## config.mk

```make
export PLATFORM = sky130hd
export DESIGN_NAME = pipelined_bubble_sorter_flat
export DESIGN_NICKNAME = d
export VERILOG_FILES = /design/src/rtl/pipelined_bubble_sorter_if.sv /design/src/rtl/pipelined_bubble_sorter.sv /design/src/flat_wrapper.sv
export SDC_FILE = /design/constraint.sdc
export NUM_CORES = 1
export LEC_CHECK = 0
export ABC_CLOCK_PERIOD_IN_PS = 12050
export CAP_MARGIN = 25
export CORE_ASPECT_RATIO = 0.8
export CORE_MARGIN = 2
export CORE_UTILIZATION = 35
export DETAILED_ROUTE_END_ITERATION = 12
export PLACE_DENSITY = 0.56
export SYNTH_ARGS = -nofsm -noshare
export SYNTH_HDL_FRONTEND = slang
export SYNTH_SLANG_ARGS = --single-unit
```

## constraint.sdc

```tcl
create_clock -name clk -period 12.05 [get_ports clk]
set_clock_uncertainty 0.05 [all_clocks]
set_input_delay 1.205 -clock clk [delete_from_list [all_inputs] [get_ports clk]]
set_output_delay 1.205 -clock clk [all_outputs]
set_load 0.01 [all_outputs]
```

## src/rtl/pipelined_bubble_sorter_if.sv

```systemverilog
// ---------------------------------------------------------------------------
// pipelined_bubble_sorter_if
//
// Bundles the input and output handshakes of pipelined_bubble_sorter.
//
// Handshake semantics (both sides): a transfer happens on a rising clock
// edge where valid and ready are both high. The producer holds its payload
// while valid is high and ready is low. Ready may depend combinationally on
// the downstream ready (i_ready follows o_ready through the pipeline).
//
// Signals:
//   i_data  [N*W] input vector, element k at i_data[k*W +: W]
//   i_desc        sort direction, 0 = ascending, 1 = descending
//   i_valid       input payload valid
//   i_ready       sorter accepts input this cycle
//   o_data  [N*W] sorted vector, element 0 first in sort order
//   o_valid       o_data valid
//   o_ready       downstream accepts output
//   o_tag   [N*T] original input index per output slot (SORTER_TAG_EN only)
//
// Modports: master = the side that drives inputs and consumes outputs,
//           slave  = the sorter itself.
// ---------------------------------------------------------------------------
interface pipelined_bubble_sorter_if #(
    parameter int N = 4,
    parameter int W = 4
);
    localparam int T = (N > 1) ? $clog2(N) : 1;

    logic [N*W-1:0] i_data;
    logic           i_desc;
    logic           i_valid;
    logic           i_ready;
    logic [N*W-1:0] o_data;
    logic           o_valid;
    logic           o_ready;
`ifdef SORTER_TAG_EN
    logic [N*T-1:0] o_tag;

    modport master (
        output i_data, i_desc, i_valid, o_ready,
        input  i_ready, o_data, o_valid, o_tag
    );
    modport slave (
        input  i_data, i_desc, i_valid, o_ready,
        output i_ready, o_data, o_valid, o_tag
    );
`else
    modport master (
        output i_data, i_desc, i_valid, o_ready,
        input  i_ready, o_data, o_valid
    );
    modport slave (
        input  i_data, i_desc, i_valid, o_ready,
        output i_ready, o_data, o_valid
    );
`endif
endinterface

```

## src/rtl/pipelined_bubble_sorter.sv

```systemverilog
// ---------------------------------------------------------------------------
// pipelined_bubble_sorter
//
// Fully pipelined bubble sorter: one vector of N signed W-bit elements per
// clock, each vector sorted ascending or descending by its own flag. There
// are N-1 register stages; stage s (1-based) does one bubble pass over
// positions 0..N-s, so after it positions N-s..N-1 are final.
//
// Ports:
//   clk  rising-edge clock
//   rst  synchronous, active-high reset; clears every stage register
//   bus  pipelined_bubble_sorter_if.slave (input and output handshakes)
//
// The whole pipeline moves together: adv = ~o_valid | o_ready. When adv is
// low every stage holds (bubbles are not squeezed out), and i_ready = adv.
//
// Optional feature: define SORTER_TAG_EN to carry a per-element tag holding
// the element's original input index, swapped together with the data and
// presented on bus.o_tag. Data behaviour is the same in both builds.
// ---------------------------------------------------------------------------
module pipelined_bubble_sorter #(
    parameter int N = 4,
    parameter int W = 4
) (
    input logic                    clk,
    input logic                    rst,
    pipelined_bubble_sorter_if.slave bus
);
    localparam int S = N - 1;
    localparam int T = (N > 1) ? $clog2(N) : 1;

    // Stage registers, index i holds stage i+1.
    logic [N*W-1:0] stg_data  [S];
    logic           stg_desc  [S];
    logic           stg_valid [S];

    // Inputs of each stage: the module input for stage 1, else the
    // previous stage's register.
    logic [N*W-1:0] src_data  [S];
    logic           src_desc  [S];
    logic           src_valid [S];

    // Result of each stage's bubble pass, loaded on adv.
    logic [N*W-1:0] pass_data [S];

`ifdef SORTER_TAG_EN
    logic [N*T-1:0] stg_tag   [S];
    logic [N*T-1:0] src_tag   [S];
    logic [N*T-1:0] pass_tag  [S];
`endif

    logic adv;

    assign adv         = ~stg_valid[S-1] | bus.o_ready;
    assign bus.i_ready = adv;
    assign bus.o_data  = stg_data[S-1];
    assign bus.o_valid = stg_valid[S-1];
`ifdef SORTER_TAG_EN
    assign bus.o_tag   = stg_tag[S-1];
`endif

    always_comb begin : stage_sources
        src_data[0]  = bus.i_data;
        src_desc[0]  = bus.i_desc;
        src_valid[0] = bus.i_valid;
        for (int i = 1; i < S; i++) begin
            src_data[i]  = stg_data[i-1];
            src_desc[i]  = stg_desc[i-1];
            src_valid[i] = stg_valid[i-1];
        end
`ifdef SORTER_TAG_EN
        // Tags start as the input index of each element.
        src_tag[0] = '0;
        for (int k = 0; k < N; k++) begin
            src_tag[0][k*T +: T] = T'(k);
        end
        for (int i = 1; i < S; i++) begin
            src_tag[i] = stg_tag[i-1];
        end
`endif
    end

    // One bubble pass per stage. The compare-swaps run as a chain in
    // increasing j, so an element can travel the whole range in one stage.
    // Strict compares keep equal elements in place, which makes the sort
    // stable.
    always_comb begin : bubble_pass
        logic signed [W-1:0] v [N];
        logic signed [W-1:0] tmp;
`ifdef SORTER_TAG_EN
        logic [T-1:0] tv [N];
        logic [T-1:0] tmp_t;
`endif
        tmp = '0;
        for (int k = 0; k < N; k++) begin
            v[k] = '0;
        end
`ifdef SORTER_TAG_EN
        tmp_t = '0;
        for (int k = 0; k < N; k++) begin
            tv[k] = '0;
        end
`endif
        for (int i = 0; i < S; i++) begin
            pass_data[i] = '0;
`ifdef SORTER_TAG_EN
            pass_tag[i] = '0;
`endif
        end

        for (int i = 0; i < S; i++) begin
            for (int k = 0; k < N; k++) begin
                v[k] = src_data[i][k*W +: W];
`ifdef SORTER_TAG_EN
                tv[k] = src_tag[i][k*T +: T];
`endif
            end
            // Stage i+1 covers positions 0..N-1-i, i.e. pairs j < N-1-i.
            for (int j = 0; j < N - 1; j++) begin
                if (j < N - 1 - i) begin
                    if (src_desc[i] ? (v[j] < v[j+1]) : (v[j] > v[j+1])) begin
                        tmp    = v[j];
                        v[j]   = v[j+1];
                        v[j+1] = tmp;
`ifdef SORTER_TAG_EN
                        tmp_t   = tv[j];
                        tv[j]   = tv[j+1];
                        tv[j+1] = tmp_t;
`endif
                    end
                end
            end
            for (int k = 0; k < N; k++) begin
                pass_data[i][k*W +: W] = v[k];
`ifdef SORTER_TAG_EN
                pass_tag[i][k*T +: T] = tv[k];
`endif
            end
        end
    end

    // Reset takes priority over adv. Data of invalid stages still loads on
    // adv; it is simply never presented as valid.
    always_ff @(posedge clk) begin
        if (rst) begin
            for (int i = 0; i < S; i++) begin
                stg_data[i]  <= '0;
                stg_desc[i]  <= 1'b0;
                stg_valid[i] <= 1'b0;
`ifdef SORTER_TAG_EN
                stg_tag[i]   <= '0;
`endif
            end
        end else if (adv) begin
            for (int i = 0; i < S; i++) begin
                stg_data[i]  <= pass_data[i];
                stg_desc[i]  <= src_desc[i];
                stg_valid[i] <= src_valid[i];
`ifdef SORTER_TAG_EN
                stg_tag[i]   <= pass_tag[i];
`endif
            end
        end
    end

endmodule

```

## src/flat_wrapper.sv

```systemverilog
// flat-port wrapper written by rule: the top's interface ports become plain ports
module pipelined_bubble_sorter_flat 
#(
    parameter int N = 4,
    parameter int W = 4
)
  (clk, rst, bus_i_data, bus_i_desc, bus_i_valid, bus_o_ready, bus_i_ready, bus_o_data, bus_o_valid);
  pipelined_bubble_sorter_if #(.N(N), .W(W)) bus_i ();
  input logic clk;
  input logic rst;
  input wire logic [$bits(bus_i.i_data)-1:0] bus_i_data;
  input wire logic [$bits(bus_i.i_desc)-1:0] bus_i_desc;
  input wire logic [$bits(bus_i.i_valid)-1:0] bus_i_valid;
  input wire logic [$bits(bus_i.o_ready)-1:0] bus_o_ready;
  output wire logic [$bits(bus_i.i_ready)-1:0] bus_i_ready;
  output wire logic [$bits(bus_i.o_data)-1:0] bus_o_data;
  output wire logic [$bits(bus_i.o_valid)-1:0] bus_o_valid;
  assign bus_i.i_data = bus_i_data;
  assign bus_i.i_desc = bus_i_desc;
  assign bus_i.i_valid = bus_i_valid;
  assign bus_i.o_ready = bus_o_ready;
  assign bus_i_ready = bus_i.i_ready;
  assign bus_o_data = bus_i.o_data;
  assign bus_o_valid = bus_i.o_valid;
  pipelined_bubble_sorter #(.N(N), .W(W)) u_core (.clk(clk), .rst(rst), .bus(bus_i));
endmodule
```

* After elaboration in Yosys (flattened, before gate mapping)
Memory sizes are Yosys's and may differ from the RTL's. Cells that the tools add are included.
Cells by class: order comparisons 12, mux-type cells 26, bitwise gates (word level) 11
Operator list (number):
- $mux 16 | 3
- $mux 8 | 6
- $gt 4x4->1 | 6
- $lt 4x4->1 | 6
- $mux 1 | 17
- $or 1x1->1 | 10
- $not 1->1 | 1
Storage, ports and cells: bits in registers 0, memory bits (writable) 54, input port bits 21, output and inout port bits 18, logic and storage cells 52, memories kept 3
Memories:
- u_core.stg_data | depth 3, bits a word 16, rd ports 3, clocked after memory_dff 0, write ports 3, line pipelined_bubble_sorter.sv:33 | logic [N*W-1:0] stg_data [S];
- u_core.stg_desc | depth 3, bits a word 1, rd ports 2, clocked after memory_dff 0, write ports 3, line pipelined_bubble_sorter.sv:34 | logic stg_desc [S];
- u_core.stg_valid | depth 3, bits a word 1, rd ports 3, clocked after memory_dff 0, write ports 3, line pipelined_bubble_sorter.sv:35 | logic stg_valid [S];

* Depth between registers and ports, before layout
depth in word-level cells 10, depth in mapped cells 21, depth with buffers taken out 20

* Worst setup path after synthesis
OpenSTA, ideal clock, no wires.
path type input to register, start input port bus_i_data[6], end memory u_core.stg_data[0][10] (netlist name), data pin, setup time 0.266 ns, arrival time 5.188 ns, data required time 11.734 ns, path slack 6.546 ns, stages on the path 20, path buffers 1, cells stage by stage inv_1 ha_1 and3b_1 nand4b_1 o211ai_4 mux2_2 ha_1 a21oi_1 o211ai_1 mux4_2 buf_4 mux2i_1 inv_1 ha_1 nor2b_1 o211ai_1 o211ai_1 mux2_2 nand2_1 o22ai_1
RTL lines:
- from (decl) | line flat_wrapper.sv:11 | input wire logic [$bits(bus_i.i_data)-1:0] bus_i_data;
- to (decl) | line pipelined_bubble_sorter.sv:33

==> impl_metrics.csv <==
group,metric,value,unit
floorplan,io_pins,39,
final_layout,num-nets-final,361,
setup_path,critPathCaptureType,"flip-flop",
final_layout,syn2layout_area_growth,18.7,%
final_layout,fin_util,43.5,%
clock_network,clock-root-buffer,"clkbuf_8",
final_layout,antennaDiodeCount,0,
clock_network,cts_num_sinks,53,
clock_network,holdBufCountCts,0,
global_route,grt_usage,11.8,%
floorplan,die_h,88.9,um
final_layout,fin_cells,429,
global_route,grt_max_degree,54,
power_and_ir_drop,power_density,163,mW/mm2
setup_path,startpoint_type,"primary input",
setup_path,cp_num_buf_inv,3,
routing,antenna_left,0,
logic_synthesis,syn_avg_cell_area,11.4,um2
logic_synthesis,yosysSeqAreaShare,50.5,%
place,place.port_buffers,38,
setup_path,slowest_delay,610,ps
setup_path,rrSetupSlack,8190,ps
floorplan,core-area,0.00860,mm2
setup_path,critical-path-top-delay-family,"multiplexers",
logic_synthesis,yosysMostFrequentCell,"edfxtp_1",
sta,finalCriticalPeriod,6220,ps
place,placedCellCount,420,
clock_network,clk_latency,290,ps
floorplan,die_area,0.00978,mm2
clock_network,cts_buffers,5,
job,cap_violations,0,
routing,drt_pass1_iterations,4,
sta,fmax,0.161,GHz
sta,worst_pin_slew,659,ps
clock_network,cts_tree,"yes",
routing,vias,2108,
setup_path,path_class,"primary input to flip-flop",
logic_synthesis,synth_async_sr_flop_share,0,%
logic_synthesis,yosysTopAreaCell,"edfxtp_1",
final_layout,multiInputGateArea,0.00141,mm2
final_layout,n_fill_cell,853,
logic_synthesis,ys.flop_type,"edfxtp_1",
place,gp_congestion,0.884,
logic_synthesis,synth_common_cells,"53 x edfxtp_1, 28 x inv_1, 24 x ha_1",
setup_path,worst_path_max_delay_cell,"mux4_2",
clock_network,ctsResizeCount,0,
logic_synthesis,synth_area_leaders,"edfxtp_1 51%, ha_1 9.5%, mux2i_1 6.4%",
sta,fin_crit_sh,51.6,%
power_and_ir_drop,p_leak,1.55,nW
sta,finalMaxSlewViolations,0,
setup_path,required,12110,ps
sta,fin_setup_tns,0,ps
sta,rsz0062_at_grt,"no",
setup_path,reg2reg_depth,14,
clock_network,htree_levels,2,
clock_network,post_cts_buffers,0,
routing,via_per_inst,4.91,
global_route,grt_overflow,0,
global_route,grt_pass1_vias,2011,
logic_synthesis,synthCells,277,
power_and_ir_drop,ir_worst_vdd,0.0733,mV
sta,relSlewSlack,56.1,%
sta,finalHoldViolCount,0,
floorplan,chipWidth,110,um
global_route,antenna_found_initial,0,
logic_synthesis,synth_seq_cells,53,
routing,routedWlPerCell,12.7,um
run_status,status,"finished, final reports clean",
global_route,grt_pass1_wl,9110,um
final_layout,layout-drive-gt1-share,7.26,%
final_layout,regArea,0.00159,mm2
clock_network,path_clk_slew,90,ps
logic_synthesis,synth_top_area_share,50.5,%
sta,setup_violations,0,
logic_synthesis,syn-num-nets,322,
clock_network,clock_path_buffers,2,
routing,drtIter0Drc,59,
routing,wl,5460,um
floorplan,initial_utilization,36.7,%
setup_path,crit_chain,"clkdlybuf4s50_1 -> inv_1 -> ha_1 -> a211oi_2 -> nand4b_1 -> o211ai_4 -> mux2_2 -> ha_1 -> a21oi_1 -> o211ai_1 -> mux4_2 -> mux2i_1 -> inv_1 -> ha_1 -> nor2b_1 -> o211ai_1 -> o211ai_1 -> mux2_2 -> nand2_1 -> o32ai_1",
logic_synthesis,synth_edf_count,53,
worst_hold_path,hp-class,"flip-flop to flip-flop",
logic_synthesis,yosys_warnings,0,
logic_synthesis,syn-cell-area,0.00315,mm2
floorplan,rows,30,
worst_hold_path,holdPathStages,1,
setup_path,cp.depth,20,
setup_path,worst_ep_arrival_time,6280,ps
setup_path,critPathMaxFanout,10,
place,dpl.hpwl,3970,um
routing,drcViolationCount,0,
logic_synthesis,synth.distinct_cells,44,
-- final timing paths --
check                                                     startpoint                              endpoint
worst max-delay path                                   bus_i_data[6]  u_core.stg_data[0][12]$_SDFFCE_PN0P_
worst min-delay path            u_core.stg_data[0][15]$_SDFFCE_PN0P_  u_core.stg_data[0][31]$_SDFFCE_PN0P_
worst max register to register   u_core.stg_data[0][1]$_SDFFCE_PN0P_  u_core.stg_data[0][23]$_SDFFCE_PN0P_
worst min register to register  u_core.stg_data[0][15]$_SDFFCE_PN0P_  u_core.stg_data[0][31]$_SDFFCE_PN0P_
-- registers in the layout, summed over array words and instances (netlist names) --
name	cells
u_core.stg_valid	3
u_core.stg_data	48
u_core.stg_desc	2
-- power breakdown --
| part | internal (mW) | switching, mW |
|---|---|---|
| combinational | 0.114 | 0.132 |
| sequential | 0.250 | 0.0161 |
| clock | 0.0412 | 0.0536 |
-- routing by layer --
metal / part of all wire (%) / vias up / GRT usage [%]
met5: 0 / - / 0
met4: 0.97 / 0 / 3.57
met3: 4.8 / 4 / 2.50
met2: 45 / 44 / 19.6
met1: 49 / 971 / 15.6
li1: - / 1089 / -
-- final cells by class --
class,instances,area share [%]
clock buffers,7,2.04
clock inverters,1,0.201
inverters,28,2.81
multi-input cells,186,37.7
flip-flops and latches,53,42.6
well taps,112,3.75
repair buffers,42,11.0
-- layout by cell type (no fill, tap or decap), drive strengths merged, types with 2 or more instances in the layout --
cell	synthesis	final
clkdlybuf4s50	0	38
o21ai	17	17
o211ai	6	6
nand2	10	10
a211oi	2	2
a41oi	2	2
edfxtp	53	53
nand3b	2	2
a21oi	11	11
o22ai	6	6
clkbuf	6	7
inv	28	28
nor2	17	17
o31ai	4	4
mux2	4	4
buf	4	4
nor2b	11	11
mux2i	20	20
nand3	11	11
ha	24	24
or2	2	2
nand4b	2	2
o32ai	2	2
nand2b	3	3
and2	17	17
-- cells by family (layout without fill, tap and decap cells) --
logic type      Yosys count  count (layout)  share of synthesized area, %
simple gates             79              79                          14.1
mux                      25              25                          8.50
fa+ha+maj                24              24                          9.53
buf+inv                  38              78                          4.84
compound gates           56              56                          11.9
xor+xnor                  2               2                         0.556
flops                    53              53                          50.5
-- worst register-to-register path: cells and delay by family (launching register included) --
family,cells,cell delay [ps]
compound gates,6,1400
simple gates,3,390
fa+ha+maj,2,680
flops,1,430
buf+inv,2,300
mux,1,350
-- metrics by stage --
stage          area, um2  worst slack, ps  total power [mW]  hold WS (ps)
6_report            3740             5830             0.608           475
5_1_grt             3740             5450             0.654           488
4_1_cts             3730             5890             0.608           476
3_5_place_dp        3650             5600             0.512           452
3_3_place_gp        3650             5760             0.509           451
2_1_floorplan       3150             6550             0.445           447
(Power assumes the default switching activity.)
